==> src/rtl/jk_bank_ctrl.sv <==
// ============================================================================
// Module   : jk_bank_ctrl
// Purpose  : Drives the J/K inputs of an external JK flip-flop bank to LOAD,
//            TOGGLE or step-count it up/down, with abort and done reporting.
// Revision : 1.0 - initial release
// ============================================================================
`default_nettype none

module jk_bank_ctrl #(
  parameter int WIDTH = 4
) (
  input  logic             clk,
  input  logic             reset,
  input  logic             cmd_valid,
  output logic             cmd_ready,
  input  logic [1:0]       cmd_op,
  input  logic [WIDTH-1:0] cmd_data,
  input  logic             abort,
  input  logic [WIDTH-1:0] q,
  output logic [WIDTH-1:0] j,
  output logic [WIDTH-1:0] k,
  output logic             busy,
  output logic             done,
  output logic             aborted,
  output logic [WIDTH-1:0] result
);

  localparam logic [1:0] c_IDLE = 2'd0;
  localparam logic [1:0] c_EXEC = 2'd1;
  localparam logic [1:0] c_DONE = 2'd2;

  localparam logic [1:0] c_OP_LOAD   = 2'b00;
  localparam logic [1:0] c_OP_TOGGLE = 2'b01;
  localparam logic [1:0] c_OP_UP     = 2'b10;
  localparam logic [1:0] c_OP_DOWN   = 2'b11;

  localparam logic [WIDTH-1:0] c_ONE = {{(WIDTH-1){1'b0}}, 1'b1};

  logic [1:0]       r_state;
  logic [1:0]       r_op;
  logic [WIDTH-1:0] r_data;
  logic [WIDTH-1:0] r_cnt;
  logic             r_aborted;
  logic             r_live;
  logic             w_accept;
  logic [WIDTH-1:0] w_up;
  logic [WIDTH-1:0] w_dn;

  // r_live holds cmd_ready low until the first edge after reset release
  assign cmd_ready = r_live && (r_state == c_IDLE);
  assign w_accept  = cmd_valid && cmd_ready;
  assign busy      = (r_state == c_EXEC) || (r_state == c_DONE);
  assign done      = (r_state == c_DONE);
  assign aborted   = done && r_aborted;
  assign result    = done ? q : '0;

  // Toggle enables of a synchronous binary counter built from the bank
  assign w_up[0] = 1'b1;
  assign w_dn[0] = 1'b1;
  generate
    for (genvar gi = 1; gi < WIDTH; gi++) begin : g_carry
      assign w_up[gi] = &q[gi-1:0];
      assign w_dn[gi] = &(~q[gi-1:0]);
    end
  endgenerate

  always_ff @(posedge clk or negedge reset) begin
    if (!reset) begin
      r_state   <= c_IDLE;
      r_op      <= 2'b00;
      r_data    <= '0;
      r_cnt     <= '0;
      r_aborted <= 1'b0;
      r_live    <= 1'b0;
    end else begin
      r_live <= 1'b1;
      case (r_state)
        c_IDLE: begin
          if (w_accept) begin
            r_op      <= cmd_op;
            r_data    <= cmd_data;
            r_cnt     <= cmd_data;
            r_aborted <= 1'b0;
            // A zero-length count has nothing to execute
            if (cmd_op[1] && (cmd_data == '0)) r_state <= c_DONE;
            else                               r_state <= c_EXEC;
          end
        end
        c_EXEC: begin
          if (!r_op[1]) begin
            r_state <= c_DONE;
          end else if (abort) begin
            r_aborted <= 1'b1;
            r_state   <= c_DONE;
          end else begin
            r_cnt <= r_cnt - c_ONE;
            if (r_cnt == c_ONE) r_state <= c_DONE;
          end
        end
        c_DONE: begin
          r_aborted <= 1'b0;
          r_state   <= c_IDLE;
        end
        default: r_state <= c_IDLE;
      endcase
    end
  end

  always_comb begin
    j = '0;
    k = '0;
    if (r_state == c_EXEC) begin
      case (r_op)
        c_OP_LOAD: begin
          j = r_data;
          k = ~r_data;
        end
        c_OP_TOGGLE: begin
          j = r_data;
          k = r_data;
        end
        c_OP_UP: begin
          if (!abort) begin
            j = w_up;
            k = w_up;
          end
        end
        c_OP_DOWN: begin
          if (!abort) begin
            j = w_dn;
            k = w_dn;
          end
        end
        default: begin
          j = '0;
          k = '0;
        end
      endcase
    end
  end

endmodule

`default_nettype wire

==> config.mk <==
export PLATFORM = sky130hd
export DESIGN_NAME = jk_bank_ctrl
export DESIGN_NICKNAME = d
export VERILOG_FILES = /design/src/rtl/jk_bank_ctrl.sv
export SDC_FILE = /design/constraint.sdc
export NUM_CORES = 1
export LEC_CHECK = 0
export ABC_AREA = 1
export BUFFER_PORTS_ARGS = -buffer_cell sky130_fd_sc_hd__buf_2
export CORE_ASPECT_RATIO = 1.25
export CORE_MARGIN = 2
export CORE_UTILIZATION = 40
export CTS_CLUSTER_DIAMETER = 60
export DETAILED_ROUTE_END_ITERATION = 6
export PLACE_DENSITY = 0.71
export SKIP_CTS_REPAIR_TIMING = 1
export SYNTH_ARGS = -nofsm -noshare
export SYNTH_HDL_FRONTEND = slang
export SYNTH_SLANG_ARGS = --single-unit
==> constraint.sdc <==
create_clock -name clk -period 1.8 [get_ports clk]
set_clock_uncertainty 0.15 [all_clocks]
set_input_delay 0.27 -clock clk [delete_from_list [all_inputs] [get_ports clk]]
set_output_delay 0.27 -clock clk [all_outputs]
set_load 0.02 [all_outputs]
; Word-level counts from Yosys, hierarchy flattened
; Cells that the tools add are included.
[totals]
regBits = 14
in_bits = 14
output_inout_bits = 16
elab_cells = 62
[op_classes]
addsub = 1
n_eq_ne = 11
muxes = 21
bitwise_logic = 4
reduce_logical = 19
[ops]
columns = operator, n
row1 = 2-to-1 mux 4 bit, 8
row2 = case mux 4 bit (4 select lines), 1
row3 = case mux 4 bit (3 select lines), 1
row4 = 2-to-1 mux 2 bit, 5
row5 = inequality test 2 bit (second input constant), 4
row6 = case mux 4 bit (2 select lines), 1
row7 = AND reduction 2 bit, 4
row8 = AND reduction 4 bit, 2
row9 = == test 2 bit (second input constant), 3
row10 = AND reduction 3 bit, 2
row11 = == test 2 x 1 -> 1 bit (second input constant), 2
row12 = == test 4 x 1 -> 1 bit (second input constant), 1
row13 = logical AND 1 bit, 4
row14 = zero test 2 bit, 2
row15 = zero test 4 bit, 1
row16 = inequality test 4 x 3 -> 1 bit (second input constant), 1
row17 = inverter 4 bit, 1
row18 = case mux 2 bit (2 select lines), 1
row19 = subtractor 4 x 1 -> 4 bit (second input constant), 1
row20 = 2-to-1 mux 1 bit, 3
row21 = inverter 3 bit, 1
row22 = case mux 1 bit (3 select lines), 1
row23 = nonzero test 3 bit, 1
row24 = inverter 2 bit, 1
row25 = 4 further kinds, 4

; Depth between registers and ports, before layout
[logic_depth]
word_depth = 5
depth_mapped = 9
mapped_depth_nobuf = 9

; Worst setup path before layout
; OpenSTA, ideal clock, no wires.
[synth_path]
path_kind = flip-flop to output port
startpoint = register r_state[1]
endpoint = output j[1]
t_arrival_ns = 1.293
t_required_ns = 1.380
slack_ns = 0.087
stages_incl_launch_ff = 8
n_path_buf = 1
cell_sequence = dfrtp_1 -> inv_1 -> ha_1 -> inv_2 -> clkbuf_8 -> nor2_1 -> nand2_1 -> nand2_1
[synth_between]
elab_chain_len = 2
[synth_rtl]
columns = item, line_no
row1 = start: declaration, 39  ; logic [1:0] r_state;
row2 = start signal: assignment, 69  ; r_state <= c_IDLE;
row3 = start signal: assignment, 85  ; if (cmd_op[1] && (cmd_data == '0)) r_state <= c_DONE;
row4 = start signal: assignment, 91  ; r_state <= c_DONE;
row5 = == test 2 x 1 -> 1 bit, 112  ; if (r_state == c_EXEC) begin
row6 = 2-to-1 mux 4 bit, 112
row7 = end: declaration, 20  ; output logic [WIDTH-1:0] j,
; No other way between the ends.

; Worst setup path in the final report
[layout_path]
startpoint = register r_op[1]
endpoint = output k[0]
[layout_between]
elab_chain_len = 3
word_cells_on_any_way = 6
classes_between = eq/ne: 3 / mux: 2 / reduce/logical: 1
[layout_rtl]
columns = item, line_no
row1 = start: declaration, 40  ; logic [1:0] r_op;
row2 = start signal: assignment, 80  ; r_op <= cmd_op;
row3 = == test 2 bit (tied with other cells), 113  ; case (r_op)
row4 = case mux 4 bit (4 select lines) *, 113
row5 = 2-to-1 mux 4 bit *, 112
row6 = end: declaration, 21  ; output logic [WIDTH-1:0] k,
; Mark *: on every way between the ends. The rest lies on a longest branch, timed or not.

==> results.md <==
- Max FO, Critical Path: 7
- Core ar.: 0.002452 mm^2
- Max Cap Viol: 0
- Drt wl/cell: 10.92 um
- Crit path cell chain: nor2_4 -> inv_1 -> o21ai_0 -> a21oi_1 -> buf_4
- DRT Pass-1 Iters: 4
- Crit path kind: reg2out
- Place WS: 0.1114 ns
- Post-Syn Instances: 162
- Pint: 1.121 mW
- Synth Register Bits: 14
- Routed via count: 1114
- Post-synthesis area per instance: 6.372 um^2
- Switching part of the total: 50.74%
- Final WS setup: -0.001825 ns
- Final setup vio count: 1
- Post-Route WL: 2534 um
- ANT nets after route: 0
- Total congestion overflow: 0
- Final net count: 220
- Initial DRC Count: 20
- Chip width: 49.44 um
- Unrepaired setup endpoints after global routing: true
- Yosys warns: 0
- Worst setup SP type: flop
- Synth Cell Area: 0.001032 mm^2
- Synth cell types: 18
- Max Slew Vio Count: 0
- Number of global-route vias before repair: 992
- H-tree depth: 1
- CTS Buffer Depth: 2
- Port Buffers: 29
- Ant diodes: 0
- Initial Util: 42.09%
- Pwr Density: 1649 mW/mm^2
- First-pass GRT wire length: 3891 um
- Fillers: 244
- Drt drc: 0
- Leakage: 0.8073 nW
- Status: finished with violations
- Clk pwr share: 7.9%
- CP max stage delay: 0.49 ns
- Layout cells sized above 1: 31.16%
- Hold WS: 0.1042 ns
- Largest net degree at the start of global routing: 15
- Clock sink count: 14
- Row count: 20
- Combinational share of power: 64.7%
- Area Overhead vs Synth: 33.70%
- Antenna violations before repair: 0
- Worst VDD drop: 812.4 uV
- Clock latency on the worst-skew pair: 0.28 ns
- Sequential share of power: 27.5%
- Final hold viol count: 0
- Vias/cell: 4.802
- CP endpoint kind: primary output
- Die Ht: 60.80 um
- Psw: 1.154 mW
- Worst Hold Class: in2reg
- Final Cycle Share: 100.1%
- CP delay by family, top: flip-flops
- Violations in the final reports: setup timing
- Critical path arrival: 1.38 ns
- CTS tree: done
- Setup tns final: -0.001825 ns
- Register Area: 352.8 um^2
- Placer Congestion: 0.7907
- Fin crit period: 1.802 ns
- Utilization after layout: 56.28%
- WP data required: 1.38 ns
- Clock buffers created by TritonCTS: 3
- Syn Nets: 181
- Clock-pin slew on the worst setup and hold paths: 0.08 ns
- # IOs: 30
- Area of the multi-input gates: 624.3 um^2
- CTS Root Cell: clkbuf_4
- Buffers and inverters on the worst path: 2
- Sequential fraction of the synthesis area: 33.94%
- DP HPWL: 1985 um
- Slowest library cell on the worst path: dfrtp_2
- Fmax: 555.0 MHz
- Die area: 0.003005 mm^2
- Gr usage total: 17.03%
worst paths after layout:
check / to / start / slack (ns) / cells past startpoint
setup / recovery: k[0] / r_op[1]$_DFFE_PN0P_ / -0.002 / 5
min in group asynchronous: r_cnt[3]$_DFFE_PN0P_ / reset / 0.25 / 2
max in group asynchronous: r_op[1]$_DFFE_PN0P_ / reset / 0.99 / 2
hold / removal: r_op[0]$_DFFE_PN0P_ / cmd_op[0] / 0.10 / 3
hold reg to reg: r_aborted$_DFFE_PN0P_ / r_aborted$_DFFE_PN0P_ / 0.37 / 2
setup reg to reg: r_cnt[2]$_DFFE_PN0P_ / r_state[0]$_DFFE_PN0P_ / 0.14 / 7
worst register-to-register path, delay by kind of cell (launching register included):
kind	cells	cell delay, ns
fa+ha+maj	1	0.25
flops	1	0.44
buf+inv	2	0.22
compound gates	2	0.33
simple gates	2	0.17
Yosys cell counts:
cell | instances | share of area (%)
a21oi_1 | 8 | 3.9
buf_2 | 1 | 0.48
clkbuf_8 | 1 | 1.3
conb_1 | 1 | 0.36
dfrtp_1 | 14 | 34
ha_1 | 5 | 6.1
inv_1 | 28 | 10
inv_2 | 2 | 0.73
mux2_2 | 1 | 1.1
nand2_1 | 53 | 19
nand2_2 | 1 | 0.61
nand3_1 | 11 | 5.3
nand3b_1 | 1 | 0.73
nand4_1 | 1 | 0.61
nor2_1 | 14 | 5.1
nor2_4 | 1 | 1.1
o21ai_0 | 18 | 8.7
o21ai_1 | 1 | 0.48
flip-flops by register name (all words and copies together), names as in the netlist:
signal     flops
r_cnt          4
r_live         1
r_state        2
r_data         4
r_op           2
r_aborted      1
layout make-up:
| type | instances | share of cell area (%) |
|---|---|---|
| Clock buffer | 3 | 1.632 |
| Multi-Input combinational cell | 116 | 45.24 |
| Timing Repair Buffer | 36 | 16.23 |
| Tap cell | 33 | 2.992 |
| Inverter | 30 | 8.341 |
| Sequential cell | 14 | 25.57 |
layer usage:
layer  GRT usage (%)  routed length [um]  vias to the layer above
met4           8.333                  40                        0
met3           1.478                  64                        5
li1                -                   -                      575
met2           33.20                1322                       22
met1           18.80                1107                      512
met5               0                   0                        -
cell usage in the layout (no fill, tap or decap), types with 2 or more instances in the layout:
cell type  instances
nand2_2            4
nand2_1           50
nand3_2            2
a21oi_1            7
ha_1               2
inv_1             25
clkbuf_4           3
buf_2             24
nor2_1            11
nor2_4             3
buf_4              8
ha_4               2
o21ai_1            2
nand3_1            9
o21ai_0           15
o21ai_2            2
dfrtp_2            2
buf_6              3
dfrtp_1           12
inv_2              4
logic make-up (layout without fill, tap and decap cells):
kind of cell / Yosys count / in the layout / synth area share, %
muxes: 1 / 1 / 1.091
adders and majority gates: 5 / 5 / 6.061
DFF: 14 / 14 / 33.94
AOI/OAI and AO/OA: 27 / 27 / 13.09
buffers and inverters: 32 / 69 / 12.73
other: 1 / 1 / 0.3633
and+or+nand+nor: 82 / 82 / 32.73
through the flow:
stage                     instance area [um^2]  cells  power, mW
after floorplan                           1032    162      1.526
after global placement                    1222    225      1.830
after detailed placement                  1222    225      1.863
after CTS                                 1245    228      2.043
after global routing                      1380    232      2.480
final                                     1380    232      2.275
power by group through the flow:
| stage | registers [mW] | clock network (mW) | logic (mW) |
|---|---|---|---|
| floorplan | 0.557 | 0 | 0.969 |
| global placement | 0.584 | 0 | 1.25 |
| detailed placement | 0.590 | 0 | 1.27 |
| CTS | 0.583 | 0.182 | 1.28 |
| global route | 0.648 | 0.194 | 1.64 |
| finish | 0.625 | 0.179 | 1.47 |
Note: power is estimated with default switching activity, not from simulation.
